--- src/rtl/key_scan_pkg.sv ---
// Shared types and width helpers for the matrix keypad scanner.
package key_scan_pkg;

   typedef enum logic [2:0] {
      ST_IDLE,
      ST_DB_PRESS,
      ST_SCAN,
      ST_HIT,
      ST_HELD
   } scan_state_e;

   // Bits needed to index n items; never below 1 so degenerate sizes still elaborate.
   function automatic int code_w(input int n);
      return (n > 1) ? $clog2(n) : 1;
   endfunction

endpackage

--- src/rtl/key_tick_gen.sv ---
// Debounce tick generator: one-cycle tick every TICK_DIV clk cycles, phase restarts on reset.
module key_tick_gen
   import key_scan_pkg::*;
#(
   parameter int TICK_DIV = 50000
) (
   input  logic clk,
   input  logic rst_n,
   output logic tick
);

   localparam int            TW      = code_w(TICK_DIV);
   localparam logic [TW-1:0] TC_LOAD = TW'(TICK_DIV - 1);

   logic [TW-1:0] cnt_q, cnt_d;

   always_comb begin
      cnt_d = cnt_q - TW'(1);
      if (cnt_q == '0) cnt_d = TC_LOAD;
   end

   always_ff @(posedge clk or negedge rst_n) begin
      if (!rst_n) cnt_q <= TC_LOAD;
      else        cnt_q <= cnt_d;
   end

   assign tick = (cnt_q == '0);

endmodule

--- src/rtl/matrix_key_scanner.sv ---
// ROWS x COLS keypad scanner with tick-based press/release debounce and active-low column scan.
// Optional auto-repeat while a key is held is enabled by defining KEY_REPEAT_EN.
//
// state    | meaning
// IDLE     | all columns driven, waiting for any row to go low
// DB_PRESS | rows low, counting stable ticks before scanning
// SCAN     | driving one column at a time, sampling rows after settling
// HIT      | one-cycle key_valid with the new key_code
// HELD     | key down, counting stable release ticks (and repeat ticks)
module matrix_key_scanner
   import key_scan_pkg::*;
#(
   parameter int ROWS        = 4,
   parameter int COLS        = 4,
   parameter int TICK_DIV    = 50000,
   parameter int DEBOUNCE_TK = 10,
   parameter int SETTLE_CYC  = 8,
   parameter int REPEAT_DLY  = 500,
   parameter int REPEAT_RATE = 100
) (
   input  logic                            clk,
   input  logic                            rst_n,
   input  logic [ROWS-1:0]                 row,
   output logic [COLS-1:0]                 col,
   output logic                            key_valid,
   output logic [code_w(ROWS*COLS)-1:0]    key_code,
   output logic                            key_held,
   output logic                            key_repeat
);

   localparam int CODE_W = code_w(ROWS * COLS);
   localparam int RW     = code_w(ROWS);
   localparam int CW     = code_w(COLS);
   localparam int DW     = code_w(DEBOUNCE_TK + 1);
   localparam int SW     = code_w(SETTLE_CYC);

   localparam logic [DW-1:0]   DB_LAST     = DW'(DEBOUNCE_TK - 1);
   localparam logic [DW-1:0]   DB_TC       = DW'(DEBOUNCE_TK);
   localparam logic [SW-1:0]   SETTLE_LOAD = SW'(SETTLE_CYC - 1);
   localparam logic [CW-1:0]   C_LAST      = CW'(COLS - 1);
   localparam logic [COLS-1:0] COL_ONE     = COLS'(1);

   if (TICK_DIV < 2 || DEBOUNCE_TK < 1 || DEBOUNCE_TK > 255 || SETTLE_CYC < 3 ||
       REPEAT_DLY < 1 || REPEAT_RATE < 1) begin : g_bad_param
      $error("matrix_key_scanner: parameter out of range");
   end

   scan_state_e         state_q, state_d;
   logic [ROWS-1:0]     rs1_q, rs_q;
   logic [DW-1:0]       dcnt_q, dcnt_d;
   logic [SW-1:0]       scnt_q, scnt_d;
   logic [CW-1:0]       c_q, c_d;
   logic [COLS-1:0]     col_q, col_d;
   logic                key_valid_q, key_valid_d;
   logic [CODE_W-1:0]   key_code_q, key_code_d;
   logic                key_held_q, key_held_d;
   logic                tick;
   logic                any_low;
   logic [RW-1:0]       hit_row;
   logic [CODE_W-1:0]   hit_code;

`ifdef KEY_REPEAT_EN
   localparam int            REP_W         = code_w(((REPEAT_DLY > REPEAT_RATE) ? REPEAT_DLY : REPEAT_RATE) + 1);
   localparam logic [REP_W-1:0] REP_DLY_LOAD  = REP_W'(REPEAT_DLY - 1);
   localparam logic [REP_W-1:0] REP_RATE_LOAD = REP_W'(REPEAT_RATE - 1);
   logic [REP_W-1:0]    rcnt_q, rcnt_d;
   logic                key_repeat_q, key_repeat_d;
`endif

   key_tick_gen #(
      .TICK_DIV (TICK_DIV)
   ) u_tick (
      .clk   (clk),
      .rst_n (rst_n),
      .tick  (tick)
   );

   always_ff @(posedge clk or negedge rst_n) begin
      if (!rst_n) begin
         rs1_q <= '1;
         rs_q  <= '1;
      end else begin
         rs1_q <= row;
         rs_q  <= rs1_q;
      end
   end

   assign any_low = (rs_q != '1);

   // Lowest-index low row wins when several keys share the scanned column.
   always_comb begin
      hit_row = '0;
      for (int i = ROWS - 1; i >= 0; i--) begin
         if (!rs_q[i]) hit_row = RW'(i);
      end
   end

   assign hit_code = CODE_W'(hit_row) * CODE_W'(COLS) + CODE_W'(c_q);

   always_comb begin
      state_d     = state_q;
      dcnt_d      = dcnt_q;
      scnt_d      = scnt_q;
      c_d         = c_q;
      col_d       = col_q;
      key_valid_d = 1'b0;
      key_code_d  = key_code_q;
      key_held_d  = key_held_q;
`ifdef KEY_REPEAT_EN
      rcnt_d       = rcnt_q;
      key_repeat_d = 1'b0;
`endif
      unique case (state_q)
         ST_IDLE: begin
            col_d = '0;
            if (any_low) begin
               state_d = ST_DB_PRESS;
               dcnt_d  = '0;
            end
         end
         ST_DB_PRESS: begin
            if (tick) begin
               if (!any_low) begin
                  state_d = ST_IDLE;
               end else if (dcnt_q == DB_LAST) begin
                  state_d = ST_SCAN;
                  dcnt_d  = DB_TC;
                  c_d     = '0;
                  scnt_d  = SETTLE_LOAD;
                  col_d   = ~COL_ONE;
               end else begin
                  dcnt_d = dcnt_q + DW'(1);
               end
            end
         end
         ST_SCAN: begin
            if (scnt_q != '0) begin
               scnt_d = scnt_q - SW'(1);
            end else if (any_low) begin
               state_d     = ST_HIT;
               key_valid_d = 1'b1;
               key_code_d  = hit_code;
               key_held_d  = 1'b1;
               col_d       = '0;
               dcnt_d      = '0;
`ifdef KEY_REPEAT_EN
               rcnt_d      = REP_DLY_LOAD;
`endif
            end else if (c_q == C_LAST) begin
               state_d = ST_IDLE;
               col_d   = '0;
            end else begin
               c_d    = c_q + CW'(1);
               scnt_d = SETTLE_LOAD;
               col_d  = ~(COL_ONE << (c_q + CW'(1)));
            end
         end
         ST_HIT: begin
            state_d = ST_HELD;
            col_d   = '0;
         end
         ST_HELD: begin
            col_d = '0;
            if (tick) begin
               if (any_low) begin
                  // Any pressed tick restarts the release count; extra keys change nothing.
                  dcnt_d = '0;
`ifdef KEY_REPEAT_EN
                  if (rcnt_q == '0) begin
                     key_valid_d  = 1'b1;
                     key_repeat_d = 1'b1;
                     rcnt_d       = REP_RATE_LOAD;
                  end else begin
                     rcnt_d = rcnt_q - REP_W'(1);
                  end
`endif
               end else begin
`ifdef KEY_REPEAT_EN
                  rcnt_d = REP_DLY_LOAD;
`endif
                  if (dcnt_q == DB_LAST) begin
                     state_d    = ST_IDLE;
                     key_held_d = 1'b0;
                     dcnt_d     = '0;
                  end else begin
                     dcnt_d = dcnt_q + DW'(1);
                  end
               end
            end
         end
         default: begin
            state_d    = ST_IDLE;
            col_d      = '0;
            key_held_d = 1'b0;
         end
      endcase
   end

   always_ff @(posedge clk or negedge rst_n) begin
      if (!rst_n) begin
         state_q     <= ST_IDLE;
         dcnt_q      <= '0;
         scnt_q      <= '0;
         c_q         <= '0;
         col_q       <= '0;
         key_valid_q <= 1'b0;
         key_code_q  <= '0;
         key_held_q  <= 1'b0;
      end else begin
         state_q     <= state_d;
         dcnt_q      <= dcnt_d;
         scnt_q      <= scnt_d;
         c_q         <= c_d;
         col_q       <= col_d;
         key_valid_q <= key_valid_d;
         key_code_q  <= key_code_d;
         key_held_q  <= key_held_d;
      end
   end

`ifdef KEY_REPEAT_EN
   always_ff @(posedge clk or negedge rst_n) begin
      if (!rst_n) begin
         rcnt_q       <= '0;
         key_repeat_q <= 1'b0;
      end else begin
         rcnt_q       <= rcnt_d;
         key_repeat_q <= key_repeat_d;
      end
   end

   assign key_repeat = key_repeat_q;
`else
   assign key_repeat = 1'b0;
`endif

   assign col       = col_q;
   assign key_valid = key_valid_q;
   assign key_code  = key_code_q;
   assign key_held  = key_held_q;

endmodule

--- config.mk ---
export PLATFORM = sky130hd
export DESIGN_NAME = matrix_key_scanner
export DESIGN_NICKNAME = d
export VERILOG_FILES = /design/src/rtl/key_scan_pkg.sv /design/src/rtl/key_tick_gen.sv /design/src/rtl/matrix_key_scanner.sv
export SDC_FILE = /design/constraint.sdc
export NUM_CORES = 1
export LEC_CHECK = 0
export ABC_AREA = 1
export ABC_CLOCK_PERIOD_IN_PS = 1700
export BUFFER_PORTS_ARGS = -buffer_cell sky130_fd_sc_hd__buf_2
export CORE_MARGIN = 5
export CORE_UTILIZATION = 45
export CTS_BUF_LIST = sky130_fd_sc_hd__clkbuf_16
export CTS_CLUSTER_SIZE = 20
export DETAILED_ROUTE_END_ITERATION = 10
export PLACE_DENSITY = 0.65
export SETUP_SLACK_MARGIN = 0.4
export SLEW_MARGIN = 0
export SYNTH_ARGS = -nofsm -noshare
export SYNTH_HDL_FRONTEND = slang
export SYNTH_HIERARCHICAL = 1
export SYNTH_SLANG_ARGS = --single-unit
--- constraint.sdc ---
create_clock -name clk -period 1.7 [get_ports clk]
set_input_delay 0.085 -clock clk [delete_from_list [all_inputs] [get_ports clk]]
set_output_delay 0.085 -clock clk [all_outputs]
set_load 0.005 [all_outputs]
After elaboration in Yosys (flattened, before gate mapping). Index checks and enable logic that the tools add are counted.

Register bits after elaboration: 46. Bits of input ports: 6. Output and inout port bits: 11. Word-level logic and storage cells: 110.

Add/subtract/negate cells: 5. Equality and inequality tests: 22. Shift operators: 1. Multiplexer cells: 55. Bitwise gates (word level): 3. Reductions and logical operators: 13.

Operators with widths (number): $mux 4 (14); $mux 3 (16); $ne 2x2->1 const B (11); $mux 2 (10); $logic_not 16->1 (1); $mux 16 (1); $pmux 4 s4 (1); $sub 16x1->16 const B (1); $pmux 3 s5 (1); $ne 3x3->1 const B (4); $reduce_and 6->1 (2); $mux 1 (8); $pmux 4 s2 (1); $reduce_and 8->1 (1); $reduce_and 7->1 (1); $eq 3x2->1 const B (2); $pmux 3 s2 (1); $reduce_and 5->1 (1); $add 4x1->4 const B (1); $add 4x2->4 (1); $eq 4x4->1 const B (1); $ne 4x4->1 const B (1); $not 4->4 (1); $pmux 2 s2 (1); 15 further kinds (16).

Depth between registers and ports, before layout. Gate-level depths: netlist of the first run.

Word-level depth: 7. Gate-level depth with buffers: 14. Gate-level depth less buffers: 14.

Cells and area by module. The synthesis of the first run kept the hierarchy.

By module, submodules not included: matrix_key_scanner (times used 1, cells each 205, area an instance 1561.5 µm², seq. area each 760.7 µm²); key_tick_gen (times used 1, cells each 123, area an instance 937.1 µm², seq. area each 411.6 µm²).

Worst setup path after synthesis of the first run. Ideal clock, no wire load.

Path kind: reg-to-reg. From: register u_tick.cnt_q[0]. To: register c_q[0]. Library setup time: 0.117 ns. Data arrival time: 1.556 ns. Required time: 1.583 ns. Slack: 0.027 ns. Cell stages (with the launch flop): 14. Path buffers: 0. Clock period less this slack: 1.673 ns. Cell sequence: dfstp_2 inv_1 ha_1 nand2_1 nor2_1 nand2_2 inv_1 inv_1 o21ai_2 nand2_1 inv_2 nand2_1 nand2_1 nand2_1.

Word-level cells in the longest chain between the ends: 3.

RTL lines: start: declaration (line key_tick_gen.sv:15) `logic [TW-1:0] cnt_q, cnt_d;`; start signal: assignment (line key_tick_gen.sv:24) `else cnt_q <= cnt_d;`; $logic_not 16->1 (line key_tick_gen.sv:27) `assign tick = (cnt_q == '0);`; net tick (line matrix_key_scanner.sv:57) `logic tick;`; $ne 2x2->1 (no line); $reduce_and 7->1 (no line); end signal: assignment (line matrix_key_scanner.sv:204) `c_q <= '0;`; end signal: assignment (line matrix_key_scanner.sv:213) `c_q <= c_d;`; end: declaration (line matrix_key_scanner.sv:52) `logic [CW-1:0] c_q, c_d;`.

The timed path passes the listed nets, and every way through them passes these cells. A chain may end at the register's enable or synchronous reset.

Worst setup path after layout of the first run.
From: register u_tick.cnt_q[0]. To: register state_q[1].

Word-level cells in the longest chain between the ends: 3. Elaborated cells between the ends (all ways): 4. Those cells by class: 2 x eq/ne; 2 x reduce/logical.

RTL lines: $logic_not 16->1 * (line key_tick_gen.sv:27); net tick (line matrix_key_scanner.sv:57); $ne 2x2->1 (no line); $reduce_and 8->1 (no line) *; end signal: assignment (line matrix_key_scanner.sv:210) `state_q <= state_d;`; end: declaration (line matrix_key_scanner.sv:48) `scan_state_e state_q, state_d;`.

The timed path passes the listed nets; every way through them passes the cells marked *.

==> results summary, run 1 <==
The maximum number of pins on one net before global-route repair is 19. The number of library cell types mapped by synthesis is 30. The compound-cell area share of the yosys netlist is between 5 and 6%. The count of boundary I/O pins came out at 17. In this run, the clock network consumes between 40% and 50% of the power. The per-cell routed wire length came out at 13.2 um. The number of rows in the core area came out at 27. The starting density of the core is 45.9%.

The congestion estimate from routability-driven global placement came to 0.840. STA classifies the critical path startpoint as a flop. After detailed routing, the number of remaining DRC violations is 0. The clock latency at the later pin of the worst-skew pair is 280 ps. The via count of the first global-routing pass is around 2,200.

The via density per instance came out at 4.98. The xor and xnor area share after synthesis is 1.05%. At the worst endpoint, the required time is 1930 ps. The H-tree depth came out at 2. The combinational power share came out at about 2.6%. The finished layout holds between 400 and 500 standard cells, fillers aside.

The fraction of layout instances using a drive strength above 1 is 43.8%. The run finished with clean final reports. Synthesis handed over a netlist of 328 instances.

The worst setup path is of the flop to flop kind. The root buffer cell is sky130_fd_sc_hd__clkbuf_16. The total internal power is 1.67 mW. Before CTS, the worst setup slack after placement is roughly 17 ps. The met2 track demand over resource in global routing is 28.2%. Of the synthesized area, sequential elements account for between 40% and 50%.

The clock-pin slew of the registers on the worst-case setup and hold paths is ~60 ps. The vias after detailed routing is approximately 2,300. The count of final hold-check violations came out at 0.

Detailed placement ended at an HPWL of approximately 3.8 mm. The cell area after technology mapping came out at 0.00250 mm^2. Summed over all layers, the routed wires come to between 6 and 7 mm. The worst-case reg-to-reg path depth is 13. The number of nets in the layout came out at ~410. The x dimension of the die came out at 84.5 um. The height of the die came out at 84.5 um. The total setup violations reported at the end of the flow is 0. Across the VDD grid, the largest voltage drop is ~470 uV. The final worst setup slack came out at 28.9 ps. The net switching power is 438 uW. The analysis attributes to cell leakage a power of 1.79 nW.

The net switching fraction of the power is between 20% and 30%. For flop-to-flop paths, the worst setup slack is 30 ps. The register share of total power came out at 53.1%. The number of clock sinks seen by CTS is 46. The final standard cell utilization of the core is between 60% and 70%. The violation count after the first detailed-routing iteration came out at between 100 and 150. The largest clock skew in the final design is roughly 3.2 ps. The max-cap violation count is 0. The number of pins with negative max-slew slack in the final report is 0. The largest family of logic cells by synthesized area is simple AND/OR/NAND/NOR gates. Setup repair after global routing could not meet its margin everywhere. The class of the most critical hold timing path is primary input to asynchronous set/reset pin. The total iterations of the first detailed-routing run is 4.

After synthesis, the share of flip-flops with an asynchronous set or reset is 100%. The total clock buffers created by CTS came out at 5. The synthesized netlist devotes 3.51% of its cell area to adder and majority cells. In this run the critical register-to-register path is launched from u_tick/cnt_q[0]$_DFF_PN1_. The number of antenna repair diodes came out at 0. The global routing usage on met1 came out at 21.2%. TritonCTS built the clock tree. The area of combinational cells with multiple inputs is 0.00149 mm^2. The number of flops mapped to enable cells by yosys is 0. The synthesized net count came out at 341. The highest achievable clock rate is ~600 MHz. The arrival time at the worst endpoint is 1900 ps.

The aggregate global-route resource usage came out at approximately 17%. The post-route clock period utilization is 98.3%. The endpoint identified for the worst register-to-register timing path is state_q[1]$_DFFE_PN0P_.

The average instance area after synthesis is ~7.6 um^2. The number of nets still failing antenna checks after routing came out at 0. The area fraction in and, or, nand and nor cells after synthesis is between 30 and 40%.

The count of input and output buffers is 15. Compared with the post-synthesis result, the final layout area differs by 41.1%. The area of the core came out at 0.00544 mm^2.

Summed over all layers, the global routing overflow is 0. After layout, the minimum clock period comes to 1670 ps. The multiplexer fraction of the synthesized cell area came out at 0%. The most used flip-flop cell after synthesis is sky130_fd_sc_hd__dfrtp_1. The global-route wire length before repair is 9.76 mm. The initial antenna violation count is 0. The kind of end point of the critical path is a flop. The sequential cells in the finished layout cover a total of between 0.001 and 0.0015 mm^2. For met3 alone, demand over resource in global routing was ~3.5%. The biggest fanout along the worst timing path came out at 3. The cell count after placement came out at about 420. The die covers just over 0.007 mm^2.

The number of buffers on the longest clock path came out at 2. The number of synthesis warnings came out at 6. The most heavily used metal layer in global routing is met2. The power density over the cells came out at 597 mW/mm^2. Fill cells in the final layout number 432. The number of register bits inferred by synthesis is 46.
==> critical path: stages, from the launching register on <==
cell and delay (ps):
sky130_fd_sc_hd__dfstp_2 530, sky130_fd_sc_hd__inv_2 50, sky130_fd_sc_hd__ha_4 160, sky130_fd_sc_hd__nand2_4 80
sky130_fd_sc_hd__nor2_4 40, sky130_fd_sc_hd__nand2_2 60, sky130_fd_sc_hd__inv_2 40, sky130_fd_sc_hd__buf_4 130
sky130_fd_sc_hd__buf_6 110, sky130_fd_sc_hd__a21oi_4 130, sky130_fd_sc_hd__nor2_4 60, sky130_fd_sc_hd__nand2_2 90
sky130_fd_sc_hd__nand2_1 60, sky130_fd_sc_hd__nand2_1 60
==> metal layers <==
| metal | vias to the layer above | routed length (um) |
|---|---|---|
| li1 | 1159 | - |
| met1 | 1095 | 2700 |
| met2 | 59 | 3090 |
| met3 | 13 | 252 |
| met4 | 0 | 107 |
| met5 | - | 0 |
==> cell usage in the layout, fill, tap and decap left out, types with 4 or more instances in the layout <==
cell / n
sky130_fd_sc_hd__nand3_1: 22
sky130_fd_sc_hd__dlygate4sd3_1: 5
sky130_fd_sc_hd__clkbuf_16: 5
sky130_fd_sc_hd__nand3_2: 6
sky130_fd_sc_hd__nand2_4: 9
sky130_fd_sc_hd__nand2_2: 22
sky130_fd_sc_hd__inv_2: 12
sky130_fd_sc_hd__buf_4: 28
sky130_fd_sc_hd__dfrtp_1: 28
sky130_fd_sc_hd__o21ai_0: 7
sky130_fd_sc_hd__nor2_2: 13
sky130_fd_sc_hd__buf_6: 13
sky130_fd_sc_hd__buf_2: 15
sky130_fd_sc_hd__a21oi_1: 9
sky130_fd_sc_hd__inv_1: 27
sky130_fd_sc_hd__nor2_4: 14
sky130_fd_sc_hd__nand2_1: 83
sky130_fd_sc_hd__nor2_1: 23
sky130_fd_sc_hd__dfstp_2: 17
sky130_fd_sc_hd__ha_1: 4
==> metrics by stage <==
stage	hold WS [ps]	instance area, um^2	setup TNS, ps	power [mW]
3_5_place_dp	-10.4	2770	0	1.18
6_report	214	3520	0	2.10
5_1_grt	262	3520	-654	2.18
3_3_place_gp	-10.2	2770	0	1.18
2_1_floorplan	-211	2540	0	1.15
4_1_cts	223	3240	0	2.12
==> cell usage after synthesis, types with 7 or more instances <==
library cell / n / area, um^2
sky130_fd_sc_hd__nand2_2: 7 / 43.8
sky130_fd_sc_hd__dfrtp_1: 29 / 726
sky130_fd_sc_hd__a21oi_1: 10 / 50.1
sky130_fd_sc_hd__ha_1: 7 / 87.6
sky130_fd_sc_hd__nand2_1: 107 / 402
sky130_fd_sc_hd__nand3_1: 27 / 135
sky130_fd_sc_hd__nor2_2: 7 / 43.8
sky130_fd_sc_hd__o21ai_0: 11 / 55.1
sky130_fd_sc_hd__dfstp_2: 17 / 447
sky130_fd_sc_hd__nor2_1: 40 / 150
sky130_fd_sc_hd__inv_1: 37 / 139
==> worst max path at each step <==
stage,cells after the start,endpoint,start,slack [ps]
detailed placement,11,dcnt_q[3]$_DFFE_PN0P_,u_tick/cnt_q[12]$_DFF_PN0_,20
finish,13,state_q[1]$_DFFE_PN0P_,u_tick/cnt_q[0]$_DFF_PN1_,30
global route,11,dcnt_q[3]$_DFFE_PN0P_,u_tick/cnt_q[13]$_DFF_PN0_,-60
CTS,12,dcnt_q[2]$_DFFE_PN0P_,u_tick/cnt_q[10]$_DFF_PN0_,70
floorplan,12,dcnt_q[0]$_DFFE_PN0P_,u_tick/cnt_q[5]$_DFF_PN0_,180
global placement,11,dcnt_q[2]$_DFFE_PN0P_,u_tick/cnt_q[12]$_DFF_PN0_,90
==> power groups by stage <==
stage          registers (mW)  clock network, mW  logic (mW)
2_1_floorplan            1.13                  0      0.0106
3_3_place_gp             1.13                  0      0.0422
3_5_place_dp             1.14                  0      0.0428
4_1_cts                  1.12              0.953      0.0535
5_1_grt                  1.12              0.996      0.0638
6_report                 1.12              0.933      0.0549
==> state kept, by name, summed over array words and instances (netlist names) <==
register      flops
c_q               2
col               4
dcnt_q            4
key_code          4
key_held          1
key_valid         1
rs1_q             4
rs_q              4
scnt_q            3
state_q           3
u_tick/cnt_q     16
==> cells by family (layout without fill, tap and decap cells) <==
group / Yosys count / count (layout)
AO/OA/AOI/OAI: 27 / 27
XOR/XNOR: 3 / 3
adder cells (fa/ha/maj): 7 / 7
buffers and inverters: 42 / 108
flip-flops: 46 / 46
other: 1 / 1
AND/OR/NAND/NOR: 202 / 203
==> repair_timing <==
action	in CTS	in global routing
resized for setup	36	64
endpoints found under the hold margin	15	0
gates cloned	1	0
endpoints found under the setup margin	31	36
hold buffers	5	0
pin swaps	21	24
buffers inserted	18	11
==> cell type report <==
type,instances,share of cell area [%]
Clock inverter,3,0.390
Inverter,39,4.22
Tap cell,72,2.56
Timing Repair Buffer,61,13.7
Clock buffer,5,3.55
Sequential cell,46,33.3
Multi-Input combinational cell,241,42.3
No activity file was read; power rests on OpenSTA's default activity.
==> inputs of run 2 (changes only) <==
GPL_TIMING_DRIVEN = 0   (was default)
==> run 2 against run 1 <==
The run now ends with hold timing, setup timing left. Cell area decreased by 2.3%. Critical path depth shrank 1. Critical path type unchanged. Sequential cell count stayed put. Critical endpoint is now col[1]$_DFFE_PN0P_. Global-route usage down 0.39 points. Final cell count down 2.1%. Non-clock buffer count down 9. Die area is the same. Hold slack worse by 250 ps. Sequential share of layout area up 0.86 points.
==> results summary, run 2 (same netlist as run 1, synthesis figures left out) <==
The critical path starts at u_tick/cnt_q[2]$_DFF_PN1_. The number of clock sinks seen by CTS is 46 (unchanged). The kind of end point of the critical path is a flop. The worst slew slack as a fraction of its limit came out at 34.9%. The net switching power is 459 uW (+4.8%). The violation count after the first detailed-routing iteration is 150 (+4.2%). The root buffer cell is sky130_fd_sc_hd__clkbuf_16. The final standard cell utilization of the core was 63.3% (-1.5 points).

The clock-pin slew of the registers on the worst-case setup and hold paths is 60 ps (about the same). The final reports fail on hold timing, setup timing. The number of remaining DRC errors came to 0 (unchanged). The number of buffers on the longest clock path was 2 (unchanged). The class of the most critical hold timing path is primary input to asynchronous set/reset pin. The sum of routed wire length over all layers is 5.77 mm (-6.2%). The height of the die came to 84.5 um (unchanged). The global-route met3 utilization came to 3.24% (-0.29 points). The biggest fanout along the worst timing path came out at 4 (+1). The clock period minus worst slack is 1750 ps (+76.2 ps).

The fraction of layout instances using a drive strength above 1 is 43.1% (-0.68 points). The register name with the most flops is u_tick/cnt_q. The H-tree depth came out at 2 (unchanged). The library cells used most frequently in the layout, excluding fill and tap cells, are sky130_fd_sc_hd__nand2_1, sky130_fd_sc_hd__nand2_2, sky130_fd_sc_hd__inv_1, sky130_fd_sc_hd__dfrtp_1, sky130_fd_sc_hd__nor2_1. The clock network fraction of total power is 47.6% (+3.3 points). The setup path with the least slack is of type flop to flop.

Leaving out fill and tap cells, the most frequent cell in the layout is sky130_fd_sc_hd__nand2_1. The total grt overflow was 0 (unchanged). The maximum number of pins on one net before global-route repair is 47 (+28). The total negative slack came out at -288 ps (-288 ps). The power density over the cells is 646 mW/mm^2 (+8.2%).

The count of boundary I/O pins came out at 17 (unchanged). The total setup violations reported at the end of the flow came out at 12 (+12). The worst-margin pin slew is about 980 ps. The layer flagged by global routing as most heavily used is met2. The flow ran to the end, but the final reports show violations. The count of final hold-check violations is 29 (+29). The largest clock skew in the final design was 6.82 ps (+3.57 ps). The startpoint identified for the worst register-to-register timing path is u_tick/cnt_q[2]$_DFF_PN1_. The combinational power share came out at 2.2% (-0.4 points). The total internal power is 1.76 mW (+5.9%). The met2 track demand over resource in global routing was 26.8% (-1.4 points). The area enclosed by the die boundary came out at 0.00714 mm^2 (unchanged). The net switching fraction of the power came to 20.6% (-0.18 points). The highest achievable clock rate came out at 572 MHz (-4.4%). The layout filler cell count is 443 (+2.5%).

The max-cap violation count is 0 (unchanged). The maximum resistive drop on vdd came out at 555 uV (+18%). The placed wire-length estimate was 3.41 mm (-11%). The final worst setup slack was -47.3 ps (-76.2 ps). The vias after detailed routing is 2,294 (-1.4%). The total clock buffers created by CTS is 5 (unchanged). The global-route wire length before repair was 9.68 mm (-0.78%).

The arrival time at the worst endpoint came to 1920 ps (+20 ps). Setup repair after global routing could not meet its margin everywhere. The x dimension of the die came out at 84.5 um (unchanged). The number of nets in the layout is 397 (-2.5%). STA classifies the critical path startpoint as a flop. The worst hold slack was -40.4 ps (-255 ps).

Compared with the post-synthesis result, the final layout area differs by 37.8%. The via density per instance came out at 5.02 (+0.78%). The starting density of the core was 45.9% (unchanged).

The per-cell routed wire length was 12.6 um (-4.1%). The number of antenna repair diodes is 0 (unchanged). The aggregate global-route resource usage is 16.3% (-0.39 points). The initial antenna violation count is 0 (unchanged). The number of rows in the core area was 27 (unchanged). The number of flip-flops under the largest register name is 16 (unchanged). The via count of the first global-routing pass came out at 2,239 (+0.58%).

The total iterations of the first detailed-routing run was 4 (unchanged). The worst reg-to-reg setup slack came out at -50 ps (-80 ps). The clock latency at the later pin of the worst-skew pair is 280 ps (about the same). The post-route clock period utilization came out at 103% (+4.5 points). The number of pins with negative max-slew slack in the final report is 0 (unchanged).

The count of input and output buffers came out at 15 (unchanged). The register share of total power came out at 50.2% (-2.9 points). TritonCTS built the clock tree. The number of nets still failing antenna checks after routing was 0 (unchanged). The area of the core is 0.00544 mm^2 (unchanged). The global routing usage on met1 came to 21.4% (+0.17 points). The global placement routability congestion came out at 0.824 (-1.9%). The total leakage power came to 1.75 nW (-2.1%). The worst endpoint required time came to 1870 ps (-60 ps).
run 2: stage by stage:
stage | hold WS, ps | instances | power (mW) | cell area [um^2] | worst slack (ps)
final | -40.4 | 457 | 2.22 | 3440 | -47.3
after global routing | 61.5 | 457 | 2.30 | 3440 | -120
after CTS | 9.36 | 450 | 2.24 | 3240 | 64.8
after detailed placement | 191 | 415 | 1.17 | 2700 | -84.2
after global placement | 191 | 415 | 1.17 | 2700 | -49.1
after floorplan | -211 | 328 | 1.15 | 2540 | 177
run 2: worst paths after layout:
kind,end,cells after the start
worst max-delay path,col[1]$_DFFE_PN0P_,12
worst min-delay path,u_tick/cnt_q[5]$_DFF_PN0_,1
worst max register to register,col[1]$_DFFE_PN0P_,12
worst min register to register,rs_q[3]$_DFF_PN1_,0
max in group asynchronous,state_q[0]$_DFFE_PN0P_,1
min in group clk,rs_q[3]$_DFF_PN1_,0
run 2: final cells by class:
class	instances	area [um^2]	share of cell area, %
clock buffer	6	150	4.36
sequential	46	1180	34.2
timing repair buffer	49	403	11.7
inverter	39	154	4.47
multi-input combinational	240	1420	41.3
tap	72	90.1	2.62
buffer	3	33.8	0.981
clock inverter	2	13.8	0.400
run 2: timing repair:
action,in CTS,in global routing
setup endpoints to repair,27,35
pin swaps,16,26
buffers inserted,21,7
endpoints found under the hold margin,4,0
resized for setup,43,51
hold buffers,4,0
gates cloned,2,0
run 2: power groups by stage:
stage,logic (mW),clock network [mW],registers [mW]
after global placement,0.0390,0,1.13
after CTS,0.0485,1.08,1.12
final,0.0486,1.06,1.12
after floorplan,0.0106,0,1.13
after detailed placement,0.0394,0,1.14
after global routing,0.0567,1.13,1.12
run 2: critical path, cell delays in order, from the launching register on:
cell and delay [ps]:
sky130_fd_sc_hd__dfstp_2 380, sky130_fd_sc_hd__nor2_2 220, sky130_fd_sc_hd__nand2_4 100, sky130_fd_sc_hd__nor2_4 150, sky130_fd_sc_hd__nand2_4 80, sky130_fd_sc_hd__inv_4 90, sky130_fd_sc_hd__inv_4 50, sky130_fd_sc_hd__o21ai_4 170
sky130_fd_sc_hd__nand2_2 120, sky130_fd_sc_hd__inv_4 90, sky130_fd_sc_hd__nand2_4 70, sky130_fd_sc_hd__nand2_2 60, sky130_fd_sc_hd__nand2_1 40
run 2: layer usage:
layer	share of wire [%]	wire length (um)	vias to the layer above
met4	2.0	118	0
met1	45	2580	1072
li1	-	-	1143
met2	48	2780	65
met3	5.1	297	14
met5	0	0	-
==> inputs of run 3 (changes only) <==
CORE_ASPECT_RATIO = 1.75   (was default)
==> run 3 against run 2 <==
The flow finishes with violations (hold timing). Maximum frequency up 6.5%. Largest power group unchanged. Routed wire length up 6.9%. Die area up 0.83%. First-iteration DRC count down 30%.
==> results summary, run 3 (same netlist as run 1, synthesis figures left out) <==
The flow ran to the end, but the final reports show violations. The checks that failed: hold timing. The number of flip-flops under the largest register name came out at 16 (unchanged).

The fraction of layout instances using a drive strength above 1 came to 45.1% (+2.0 points). The number of nets in the layout is 400 (+0.76%). The total clock buffers created by CTS came out at 5 (unchanged). The count of input and output buffers came out at 15 (unchanged). Setup repair after global routing could not meet its margin everywhere. The number of buffers on the longest clock path is 2 (unchanged). The worst slew slack as a fraction of its limit is 33.3% (-1.6 points). The total setup violations reported at the end of the flow came to 0 (-12). TritonCTS built the clock tree. The number of pins with negative max-slew slack in the final report came out at 0 (unchanged). The combined buffer and inverter count along the critical path is 3 (unchanged). The worst setup path is launched from a flop.

The most numerous cell type found on the critical path is sky130_fd_sc_hd__nand2_2. The global-route wire length before repair came out at 10.5 mm (+8.3%). The detailed-routed wire length on met2 is 3.64 mm (+31%). The max-cap violation count was 0 (unchanged). The number of antenna repair diodes is 0 (unchanged). The worst register-to-register path begins at u_tick/cnt_q[5]$_DFF_PN0_. The sum of routed wire length over all layers is 6.17 mm (+6.9%). The largest clock skew in the final design came out at 7.29 ps (+0.472 ps). The worst register-to-register path ends at dcnt_q[2]$_DFFE_PN0P_. The arrival time at the worst endpoint is 1820 ps (-100 ps). Traced cell by cell, the critical path runs through nor2_2 -> nand2_2 -> nor2_4 -> nand2_2 -> inv_2 -> inv_2 -> o21ai_4 -> nand2_2 -> inv_2 -> nand2_4 -> nand2_2 -> nand2_1. The placed wire-length estimate was 3.75 mm (+10%). The number of standard cells in the final layout excluding fillers came out at 464 (+1.5%). The clock-pin slew of the registers on the worst-case setup and hold paths was 60 ps (about the same). STA classifies the critical path endpoint as a flop.

The library cell used most frequently in the layout, excluding fill and tap cells, is sky130_fd_sc_hd__nand2_1. In the layout the commonest cells are sky130_fd_sc_hd__nand2_1, sky130_fd_sc_hd__nand2_2, sky130_fd_sc_hd__nor2_1, sky130_fd_sc_hd__buf_4, sky130_fd_sc_hd__dfrtp_1. The violation count after the first detailed-routing iteration came to 105 (-30%). The maximum number of pins on one net before global-route repair came out at 47 (unchanged). The highest achievable clock rate came out at 610 MHz (+6.5%). The number of nets still failing antenna checks after routing came out at 0 (unchanged).

The wire length on met1 came out at 2.19 mm (-15%). The post-route clock period utilization came out at 96.5% (-6.3 points). The number of rows in the core area came out at 36 (+33%).

The met3 wire length is 113 um (-62%). The worst endpoint required time is 1880 ps (about the same). The worst hold slack came out at -30.0 ps (+10.4 ps). The H-tree depth is 2 (unchanged). The design area came out at 0.00348 mm^2 (+1.2%). The starting density of the core is 45.5% (-0.47 points). The area growth from synthesis to layout is 39.4%. The highest routing layer actually used is met4. The count of final hold-check violations came out at 29 (unchanged). The worst-margin pin slew came out at 1000 ps (+23.8 ps). The power density over the cells was 606 mW/mm^2 (-6.2%). The total grt overflow is 0 (unchanged). The kind of critical path is flop to flop. The x dimension of the die came out at 66.3 um (-22%). The clock latency at the later pin of the worst-skew pair was 280 ps (about the same).

The total iterations of the first detailed-routing run is 4 (unchanged). The via density per instance came out at 5.02 (about the same). The area of the core was 0.00550 mm^2 (+1.0%).

The number of clock sinks seen by CTS is 46 (unchanged). The aggregate global-route resource usage was 18.9% (+2.6 points). CTS placed an instance of sky130_fd_sc_hd__clkbuf_16 at the clock tree root. The height of the die is 109 um (+28%). The maximum single-stage delay on the critical path came to 400 ps (+20 ps).

The register name with the most flops is u_tick/cnt_q. The vias after detailed routing is 2,327 (+1.4%). The worst-case reg-to-reg path depth came to 12 (unchanged). The via count of the first global-routing pass came out at 2,433 (+8.7%). The class of the most critical hold timing path is primary input to asynchronous set/reset pin.

The total leakage power is 1.75 nW (about the same). The area enclosed by the die boundary is 0.00720 mm^2 (+0.83%). The cell count after placement is 419 (+0.96%). For this design, the slowest cell found on the critical path is sky130_fd_sc_hd__dfrtp_1. The initial antenna violation count came out at 0 (unchanged). The count of boundary I/O pins came out at 17 (unchanged). The number of remaining DRC errors is 0 (unchanged).

The family with the most delay on the worst path is simple AND/OR/NAND/NOR gates. The worst reg-to-reg setup slack is 60 ps (+110 ps). The global placement routability congestion came out at 0.840 (+1.9%).

The per-cell routed wire length is 13.3 um (+5.3%). The standard cell area after detailed placement came out at 0.00271 mm^2 (+0.19%). The clock period minus worst slack is 1640 ps (-107 ps). The maximum resistive drop on vdd is 543 uV (-2.2%).

The biggest fanout along the worst timing path is 4 (unchanged).
==> run 3: per-layer routing <==
layer  vias up  track usage, %
met3        21            3.64
met1      1115            17.4
met2        42            37.1
met5         -               0
met4         0            9.59
li1       1149               -
==> run 3: how the worst max path moves through the flow <==
stage	from	to	slack, ps	depth (start not counted)
finish	u_tick/cnt_q[5]$_DFF_PN0_	dcnt_q[2]$_DFFE_PN0P_	60	12
global route	u_tick/cnt_q[5]$_DFF_PN0_	dcnt_q[3]$_DFFE_PN0P_	-40	12
CTS	u_tick/cnt_q[0]$_DFF_PN1_	dcnt_q[0]$_DFFE_PN0P_	100	13
detailed placement	rs_q[1]$_DFF_PN1_	state_q[2]$_DFFE_PN0P_	-70	8
global placement	rs_q[1]$_DFF_PN1_	state_q[1]$_DFFE_PN0P_	-40	8
floorplan	u_tick/cnt_q[5]$_DFF_PN0_	dcnt_q[0]$_DFFE_PN0P_	180	12
==> run 3: power by group <==
| group | leakage, nW | internal (mW) | total, mW | switching [mW] |
|---|---|---|---|---|
| logic | 1.10 | 0.0193 | 0.0566 | 0.0373 |
| registers | 0.569 | 1.11 | 1.12 | 0.00460 |
| clock network | 0.0750 | 0.539 | 0.936 | 0.397 |
==> run 3: timing repair <==
action,4_1_cts,5_1_grt
endpoints found under the setup margin,27,35
pin swaps,31,15
resized for setup,72,31
buffers inserted,29,2
hold endpoints to repair,4,0
cloned,2,0
hold buffers,4,0
==> run 3: metrics by stage <==
stage / power (mW) / worst slack, ps / hold WS [ps] / TNS, ps / utilization (%)
after floorplan: 1.15 / 177 / -211 / 0 / -
after global placement: 1.17 / -36.8 / 191 / -127 / 49.2
after detailed placement: 1.18 / -67.6 / 191 / -401 / 49.2
after CTS: 2.14 / 102 / 5.78 / 0 / 61.2
after global routing: 2.20 / -35.6 / 73.8 / -247 / 63.4
final: 2.11 / 59.6 / -30.0 / 0 / 63.4
==> run 3: cell type report <==
| cell class | count | area [um^2] |
|---|---|---|
| Multi-Input combinational cell | 240 | 1480 |
| Fill cell | 466 | 2010 |
| Inverter | 39 | 151 |
| Tap cell | 76 | 95.1 |
| Clock inverter | 3 | 17.5 |
| Clock buffer | 5 | 125 |
| Sequential cell | 46 | 1180 |
| Buffer | 3 | 33.8 |
| Timing Repair Buffer | 52 | 405 |
